### src/rtl/mem_stage_sram.sv
// MEM stage of the 5-stage ARM pipeline: LDR/STR over a 16-bit asynchronous SRAM as two
// half-word phases, stalling the pipeline via ready, followed by the MEM/WB pipeline register.
module mem_stage_sram #(
  parameter int unsigned BASE_ADDR   = 1024,
  parameter int unsigned ADDR_W      = 18,
  parameter int unsigned WAIT_CYCLES = 4
) (
  input  logic              clk,
  input  logic              rst,
  input  logic              wb_en_in,
  input  logic              mem_r_en_in,
  input  logic              mem_w_en_in,
  input  logic [31:0]       alu_res_in,
  input  logic [31:0]       st_val_in,
  input  logic [3:0]        dest_in,
  output logic              ready,
  output logic [ADDR_W-1:0] sram_addr,
  output logic [15:0]       sram_dq_out,
  output logic              sram_dq_oe,
  input  logic [15:0]       sram_dq_in,
  output logic              sram_we_n,
  output logic              sram_oe_n,
  output logic              wb_en_out,
  output logic              mem_r_en_out,
  output logic [31:0]       alu_res_out,
  output logic [31:0]       mem_data_out,
  output logic [3:0]        dest_out
);

  localparam int unsigned CNT_W = (WAIT_CYCLES > 2) ? $clog2(WAIT_CYCLES) : 1;
  localparam logic [CNT_W-1:0] CNT_LAST = CNT_W'(WAIT_CYCLES - 1);
  localparam logic [CNT_W-1:0] CNT_ZERO = CNT_W'(0);
  localparam logic [CNT_W-1:0] CNT_ONE  = CNT_W'(1);
  // BASE_ADDR is word aligned, so the word index can be formed without the byte-offset bits.
  localparam logic [ADDR_W-2:0] BASE_WORD = (ADDR_W-1)'(BASE_ADDR / 4);

  typedef enum logic [2:0] {
    S_IDLE  = 3'd0,
    S_RD_LO = 3'd1,
    S_RD_HI = 3'd2,
    S_WR_LO = 3'd3,
    S_WR_HI = 3'd4,
    S_DONE  = 3'd5
  } state_e;

  state_e            state_q, state_d;
  logic [CNT_W-1:0]  cnt_q, cnt_d;
  logic [ADDR_W-2:0] word_q, word_d;
  logic [31:0]       st_val_q, st_val_d;
  logic [31:0]       ld_buf_q, ld_buf_d;
  logic [ADDR_W-2:0] word_s;
  logic              ready_s;

  logic              wb_en_q, wb_en_d;
  logic              mem_r_en_q, mem_r_en_d;
  logic [31:0]       alu_res_q, alu_res_d;
  logic [31:0]       mem_data_q, mem_data_d;
  logic [3:0]        dest_q, dest_d;

  logic [ADDR_W-1:0] sram_addr_q, sram_addr_d;
  logic [15:0]       sram_dq_out_q, sram_dq_out_d;
  logic              sram_dq_oe_q, sram_dq_oe_d;
  logic              sram_we_n_q, sram_we_n_d;
  logic              sram_oe_n_q, sram_oe_n_d;

  assign word_s = alu_res_in[ADDR_W:2] - BASE_WORD;

  // Access sequencer: next state, phase counter, request latches and load buffer.
  always_comb begin
    state_d  = state_q;
    cnt_d    = cnt_q;
    word_d   = word_q;
    st_val_d = st_val_q;
    ld_buf_d = ld_buf_q;
    ready_s  = 1'b0;
    case (state_q)
      S_IDLE: begin
        ready_s = ~(mem_r_en_in | mem_w_en_in);
        cnt_d   = CNT_ZERO;
        if (mem_r_en_in) begin
          state_d  = S_RD_LO;
          word_d   = word_s;
          st_val_d = st_val_in;
        end else if (mem_w_en_in) begin
          state_d  = S_WR_LO;
          word_d   = word_s;
          st_val_d = st_val_in;
        end else begin
          state_d = S_IDLE;
        end
      end
      S_RD_LO, S_RD_HI, S_WR_LO, S_WR_HI: begin
        if (cnt_q == CNT_LAST) begin
          cnt_d = CNT_ZERO;
          if (state_q == S_RD_LO) begin
            ld_buf_d[15:0] = sram_dq_in;
            state_d        = S_RD_HI;
          end else if (state_q == S_RD_HI) begin
            ld_buf_d[31:16] = sram_dq_in;
            state_d         = S_DONE;
          end else if (state_q == S_WR_LO) begin
            state_d = S_WR_HI;
          end else begin
            state_d = S_DONE;
          end
        end else begin
          cnt_d = cnt_q + CNT_ONE;
        end
      end
      S_DONE: begin
        ready_s = 1'b1;
        cnt_d   = CNT_ZERO;
        state_d = S_IDLE;
      end
      default: begin
        ready_s = 1'b1;
        cnt_d   = CNT_ZERO;
        state_d = S_IDLE;
      end
    endcase
  end

  // SRAM pins are registered from the next state so they are glitch-free for the async part.
  always_comb begin
    sram_addr_d   = '0;
    sram_dq_out_d = 16'h0000;
    sram_dq_oe_d  = 1'b0;
    sram_we_n_d   = 1'b1;
    sram_oe_n_d   = 1'b1;
    case (state_d)
      S_RD_LO: begin
        sram_addr_d = {word_d, 1'b0};
        sram_oe_n_d = 1'b0;
      end
      S_RD_HI: begin
        sram_addr_d = {word_d, 1'b1};
        sram_oe_n_d = 1'b0;
      end
      S_WR_LO: begin
        sram_addr_d   = {word_d, 1'b0};
        sram_dq_out_d = st_val_d[15:0];
        sram_dq_oe_d  = 1'b1;
        sram_we_n_d   = (cnt_d == CNT_LAST);
      end
      S_WR_HI: begin
        sram_addr_d   = {word_d, 1'b1};
        sram_dq_out_d = st_val_d[31:16];
        sram_dq_oe_d  = 1'b1;
        sram_we_n_d   = (cnt_d == CNT_LAST);
      end
      default: begin
        sram_addr_d = '0;
      end
    endcase
  end

  // MEM/WB register advances only when the pipeline is not frozen.
  always_comb begin
    wb_en_d    = wb_en_q;
    mem_r_en_d = mem_r_en_q;
    alu_res_d  = alu_res_q;
    mem_data_d = mem_data_q;
    dest_d     = dest_q;
    if (ready_s) begin
      wb_en_d    = wb_en_in;
      mem_r_en_d = mem_r_en_in;
      alu_res_d  = alu_res_in;
      dest_d     = dest_in;
      if (mem_r_en_in) begin
        mem_data_d = ld_buf_q;
      end else begin
        mem_data_d = mem_data_q;
      end
    end else begin
      dest_d = dest_q;
    end
  end

  // State and pipeline registers.
  always_ff @(posedge clk or negedge rst) begin
    if (!rst) begin
      state_q       <= S_IDLE;
      cnt_q         <= CNT_ZERO;
      word_q        <= '0;
      st_val_q      <= 32'h0000_0000;
      ld_buf_q      <= 32'h0000_0000;
      wb_en_q       <= 1'b0;
      mem_r_en_q    <= 1'b0;
      alu_res_q     <= 32'h0000_0000;
      mem_data_q    <= 32'h0000_0000;
      dest_q        <= 4'h0;
      sram_addr_q   <= '0;
      sram_dq_out_q <= 16'h0000;
      sram_dq_oe_q  <= 1'b0;
      sram_we_n_q   <= 1'b1;
      sram_oe_n_q   <= 1'b1;
    end else begin
      state_q       <= state_d;
      cnt_q         <= cnt_d;
      word_q        <= word_d;
      st_val_q      <= st_val_d;
      ld_buf_q      <= ld_buf_d;
      wb_en_q       <= wb_en_d;
      mem_r_en_q    <= mem_r_en_d;
      alu_res_q     <= alu_res_d;
      mem_data_q    <= mem_data_d;
      dest_q        <= dest_d;
      sram_addr_q   <= sram_addr_d;
      sram_dq_out_q <= sram_dq_out_d;
      sram_dq_oe_q  <= sram_dq_oe_d;
      sram_we_n_q   <= sram_we_n_d;
      sram_oe_n_q   <= sram_oe_n_d;
    end
  end

  // While reset is held the pipeline is never frozen.
  assign ready        = rst ? ready_s : 1'b1;
  assign sram_addr    = sram_addr_q;
  assign sram_dq_out  = sram_dq_out_q;
  assign sram_dq_oe   = sram_dq_oe_q;
  assign sram_we_n    = sram_we_n_q;
  assign sram_oe_n    = sram_oe_n_q;
  assign wb_en_out    = wb_en_q;
  assign mem_r_en_out = mem_r_en_q;
  assign alu_res_out  = alu_res_q;
  assign mem_data_out = mem_data_q;
  assign dest_out     = dest_q;

endmodule

### config.mk
export PLATFORM = sky130hd
export DESIGN_NAME = mem_stage_sram
export DESIGN_NICKNAME = d
export VERILOG_FILES = /design/src/rtl/mem_stage_sram.sv
export SDC_FILE = /design/constraint.sdc
export NUM_CORES = 1
export LEC_CHECK = 0
export ABC_AREA = 1
export ABC_CLOCK_PERIOD_IN_PS = 1500
export CAP_MARGIN = 20
export CELL_PAD_IN_SITES_DETAIL_PLACEMENT = 2
export CELL_PAD_IN_SITES_GLOBAL_PLACEMENT = 2
export CORE_ASPECT_RATIO = 0.6
export CORE_UTILIZATION = 27
export CTS_CLUSTER_DIAMETER = 120
export DETAILED_ROUTE_END_ITERATION = 6
export PLACE_DENSITY = 0.73
export SLEW_MARGIN = 0
export SYNTH_ARGS = -nofsm -noshare
export SYNTH_HDL_FRONTEND = slang
export SYNTH_SLANG_ARGS = --single-unit
### constraint.sdc
create_clock -name clk -period 1.5 [get_ports clk]
set_input_delay 0.3 -clock clk [delete_from_list [all_inputs] [get_ports clk]]
set_output_delay 0.3 -clock clk [all_outputs]
set_load 0.02 [all_outputs]
* Word level (Yosys, flattened, before mapping)
Index checks and enable logic that the tools add are counted.
Cells by class: add/subtract/negate cells 2, multipliers 0, divide/modulo/power cells 0, magnitude comparators 0, equal/unequal tests 10, shift operators 0, multiplexer cells 22, bitwise logic cells 3, reduce and logical (&&, ||, !) cells 9
Operators with widths (count):
- 32-bit two-way mux | 3
- 17-bit two-way mux | 3
- 18-bit one-hot mux with 2 select lines | 1
- 16-bit one-hot mux with 2 select lines | 1
- 17-bit by 9-bit subtractor with 17-bit output, second input constant | 1
- 3-bit by 2-bit equality test with 1-bit output, second input constant | 4
- 2-bit two-way mux | 4
- 2-bit OR reduction | 4
- 3-bit by 1-bit equality test with 1-bit output, second input constant | 2
- 3-bit equality test, second input constant | 2
- 1-bit two-way mux | 6
- 3-bit two-way mux | 2
- 3-bit one-hot mux with 2 select lines | 1
- 2-bit equality test, second input constant | 2
- 4-bit AND reduction | 1
- 4-bit OR reduction | 1
- 3-bit logical NOT | 1
- 3-bit AND reduction | 1
- 2-bit by 1-bit adder with 2-bit output, second input constant | 1
- 1-bit inverter | 2
- 1-bit one-hot mux with 2 select lines | 1
- 2-bit AND reduction | 1
- 1-bit OR | 1
Storage, ports and cells: flip-flop bits (word level) 193, latch bits 0, memory bits (writable) 0, memory bits (read-only) 0, input bits 89, output and inout bits 108, logic and storage cells 62, memories kept 0

* Depth between registers and ports, before layout
depth after elaboration 9, mapped depth 12

* Worst setup path after synthesis
Ideal clock, no wire load.
path kind input -> output, start input port mem_r_en_in, end output port ready, arrival time 1454 ps, data required time 1200 ps, slack -254 ps, cell stages on the path 6, path buffers 3, cells stage by stage buf_2 -> nor2_2 -> nor2_4 -> buf_4 -> buf_4 -> o21ai_0
Between the ends: longest elaborated chain between the ends 4
RTL lines:
- from (decl) | line 11 | input logic mem_r_en_in,
- 1-bit OR | line 78 | ready_s = ~(mem_r_en_in | mem_w_en_in);
- 1-bit inverter | line 78
- 1-bit one-hot mux with 2 select lines | line 76 | case (state_q)
- 1-bit two-way mux | line 217 | assign ready = rst ? ready_s : 1'b1;
- to (decl) | line 16 | output logic ready,
No other way between the ends.

* Worst setup path in the final report
start register state_q[2], end register sram_dq_out_q[10] (netlist: sram_dq_out[10])
Between the ends: elaborated cells between the ends (all ways) 15
RTL lines:
- from (decl) | line 46 | state_e state_q, state_d;
- from (signal assigned) | line 198 | state_q <= state_d;
- 3-bit by 1-bit equality test with 1-bit output | line 76, 95
- 3-bit two-way mux | line 95 | if (state_q == S_RD_LO) begin
- 3-bit two-way mux | line 93 | if (cnt_q == CNT_LAST) begin
- 3-bit one-hot mux with 2 select lines (*) | line 76
- via state_d[1] | line 46
- 3-bit equality test / 3-bit by 2-bit equality test with 1-bit output (equally long branches) | line 130 | case (state_d)
- 16-bit one-hot mux with 2 select lines (*) | line 130
- via sram_dq_out_d[10] | line 61 | logic [15:0] sram_dq_out_q, sram_dq_out_d;
- to (signal assigned) | line 209 | sram_dq_out_q <= sram_dq_out_d;
- to (decl) | line 61
The timed path passes the listed nets; every way through them passes the cells marked *. A chain may end at the register's enable or synchronous reset.

==> impl_metrics.json <==
{
  "final_cell_count_no_fill": 1450,
  "grt_util_all_layers": 0.185,
  "yosys_warnings": 0,
  "synth_area_per_cell_um2": 9.81,
  "drt-total-wl_um": 29200,
  "ys.flop_type": "dfrtp_1",
  "grt_pass1_wl_um": 41600,
  "hold_viol_final": 0,
  "pre_cts_slack_ns": -0.542,
  "ys_top_cells_by_area": "dfrtp_1 (62%), nand2_1 (12%), inv_1 (4.1%), mux2_2 (3.2%), o21ai_0 (2.8%)",
  "drcViolationCount": 13,
  "clock-sinks": 193,
  "cts_root_buffer": "clkbuf_16",
  "synthCells": 791,
  "yosysSeqAreaShare": 0.623,
  "grt_setup_unrepaired": "yes",
  "n_antenna_cell": 0,
  "synth_top_cell_area_share": 0.616,
  "avgRoutedWirePerCell_um": 20.1,
  "holdWs_ns": 0.425,
  "final_util": 0.435,
  "vdd_ir_drop_max_mv": 0.927,
  "worstMarginPinSlew_ns": 0.570,
  "area_growth_syn_to_layout_pct": 56.4,
  "grt_remaining_overflow": 0,
  "numCtsBuffers": 17,
  "cts_tree": "yes",
  "dr.pass1.iters": 6,
  "via_per_inst": 4.56,
  "die_h_um": 133,
  "final_nets": 1162,
  "clock_path_buffers": 2,
  "syn_nets": 882,
  "synth.distinct_cells": 34,
  "synth_seq_cells": 193,
  "clk_pin_slew_ns": 0.07,
  "fin_area_um2": 12100,
  "crit_fanout": 5,
  "dieWidth_um": 221,
  "violations": "design-rule violations, negative setup slack",
  "slew_headroom": 0.620,
  "finalSetupViolations": 146,
  "finalPower_mw": 28.9,
  "synthArstFlopShare": 1.00,
  "crit_path_end_kind": "flip-flop",
  "die-area_um2": 29400,
  "drive_gt1_frac": 0.273,
  "ant_nets": 0,
  "gp_congestion": 0.725,
  "arrival_ns": 2.17,
  "finClkSkew_ns": 0.00800,
  "fmax_mhz": 546,
  "grt_max_degree": 76,
  "antenna_found_initial": 0,
  "place_area_um2": 10600,
  "syn_area_um2": 7760,
  "outcome": "complete, but fails checks",
  "cap_viol_max_count": 0,
  "crit_type": "reg2reg",
  "grt_pass1_vias": 7166,
  "core_area_um2": 27900,
  "crit_required_ns": 1.84,
  "fin_ws_ns": -0.332,
  "totalNegativeSetupSlack_ns": -27.67,
  "fin_crit_ns": 1.83,
  "dr.first_iter.drc_count": 407,
  "clk_latency_ns": 0.45,
  "drv_slew": 0,
  "yosys.area.top_type": "dfrtp_1",
  "power_density_nw_per_um2": 2380,
  "htreeDepth": 4,
  "start_kind": "flip-flop",
  "min_period_over_period": 1.22,
  "min-delay-path-class": "in2reg",
  "portBuffers": 196,
  "fp-row-count": 47,
  "via_count": 6615,
  "floorplan.initialDensity": 0.278,
  "place_inst": 1379,
  "regToRegSetupSlack_ns": -0.33,
  "ioPinCount": 197,
  "p_leak_nw": 5.97,
  "dpl.hpwl_um": 17500,
  "synth_edf_count": 0,
  "fillCellCount": 2915
}
==> Yosys cell counts, types with 2 or more instances <==
cell type	count
o21ai_0	44
or2_1	2
nor2_1	26
nor2_4	3
clkbuf_1	11
buf_2	10
a21oi_1	16
nor2_2	2
ha_1	2
nand2_4	5
nand2_1	248
o21ai_1	22
buf_4	11
nand2_2	4
o21a_1	16
dfstp_2	2
nand4_1	2
dfrtp_1	191
nand3_1	39
o21ai_2	11
inv_2	4
mux2_2	22
inv_1	84
buf_6	4
==> timing repair <==
| item | in CTS | in global routing |
|---|---|---|
| setup endpoints to repair | 264 | 208 |
| buffers inserted | 12 | 7 |
| cloned | 7 | 14 |
| pin swaps | 7 | 16 |
| hold buffers | 1 | 0 |
| hold endpoints to repair | 9 | 0 |
| resized for setup | 215 | 127 |
==> report_power, final <==
group	internal, mW	switching, mW	leakage, nW
Combinational	6.86	8.42	3.42
Sequential	7.75	1.45	2.28
Clock	2.34	2.05	0.265
==> registers in the layout (all words and copies together), names as in the netlist <==
signal        cells
word_q           17
mem_r_en_out      1
dest_out          4
state_q           3
sram_oe_n         1
alu_res_out      32
mem_data_out     32
sram_we_n         1
sram_addr        18
sram_dq_out      16
cnt_q             2
ld_buf_q         32
wb_en_out         1
st_val_q         32
sram_dq_oe        1
==> cells by family after synthesis <==
| group | after synthesis | share of synthesized area |
|---|---|---|
| adder cells (fa/ha/maj) | 2 | 0.00323 |
| AND/OR/NAND/NOR | 334 | 0.180 |
| flip-flops | 193 | 0.623 |
| AO/OA/AOI/OAI | 113 | 0.0879 |
| XOR/XNOR | 2 | 0.00226 |
| multiplexers | 22 | 0.0319 |
| buffers and inverters | 125 | 0.0715 |
==> final timing paths <==
check                                  from               end  cells past startpoint
setup / recovery                 state_q[2]   sram_dq_out[10]                      9
hold / removal                 st_val_in[6]       st_val_q[6]                      3
max in group asynchronous               rst        state_q[1]                      4
min in group asynchronous               rst      sram_addr[5]                      3
setup reg to reg                 state_q[2]   sram_dq_out[10]                      9
hold reg to reg            mem_data_out[22]  mem_data_out[22]                      2
==> per-layer routing <==
layer	vias up	share of wire	global-route usage
li1	3028	-	-
met1	3441	0.48	0.256
met2	125	0.47	0.294
met3	21	0.036	0.0428
met4	0	0.011	0.0470
met5	-	0	0
==> worst max-delay path: stages (launching register included) <==
cell,delay [ns]
dfrtp_2,0.47
nor2_4,0.13
buf_4,0.12
buf_4,0.11
nand4_1,0.23
nand2_4,0.22
nor2_4,0.06
nand2_4,0.14
clkbuf_16,0.18
o21ai_2,0.05
==> final cells by class <==
class	count	area (µm²)	share of cell area
clock buffer	24	502	0.0414
sequential	193	4840	0.399
timing repair buffer	297	3190	0.263
inverter	89	354	0.0292
tap	367	459	0.0379
clock inverter	7	50.0	0.00413
multi-input combinational	473	2740	0.226
==> cells in the final DEF, fill, tap and decap left out, drive strengths merged <==
| master | count |
|---|---|
| dfrtp | 191 |
| xor2 | 1 |
| mux2 | 22 |
| clkinvlp | 3 |
| xnor2 | 1 |
| a31oi | 1 |
| bufbuf | 1 |
| nand2 | 257 |
| clkdlybuf4s50 | 87 |
| clkinv | 4 |
| nor3 | 1 |
| nand3 | 40 |
| a21boi | 1 |
| o21a | 16 |
| o21bai | 1 |
| clkdlybuf4s15 | 40 |
| inv | 89 |
| buf | 92 |
| nand4 | 2 |
| o21ai | 77 |
| clkbuf | 50 |
| dlygate4sd2 | 50 |
| dfstp | 2 |
| dlygate4sd3 | 1 |
| ha | 2 |
| nor2 | 31 |
| or2 | 3 |
| a21oi | 17 |
No activity file was read; power rests on OpenSTA's default activity.
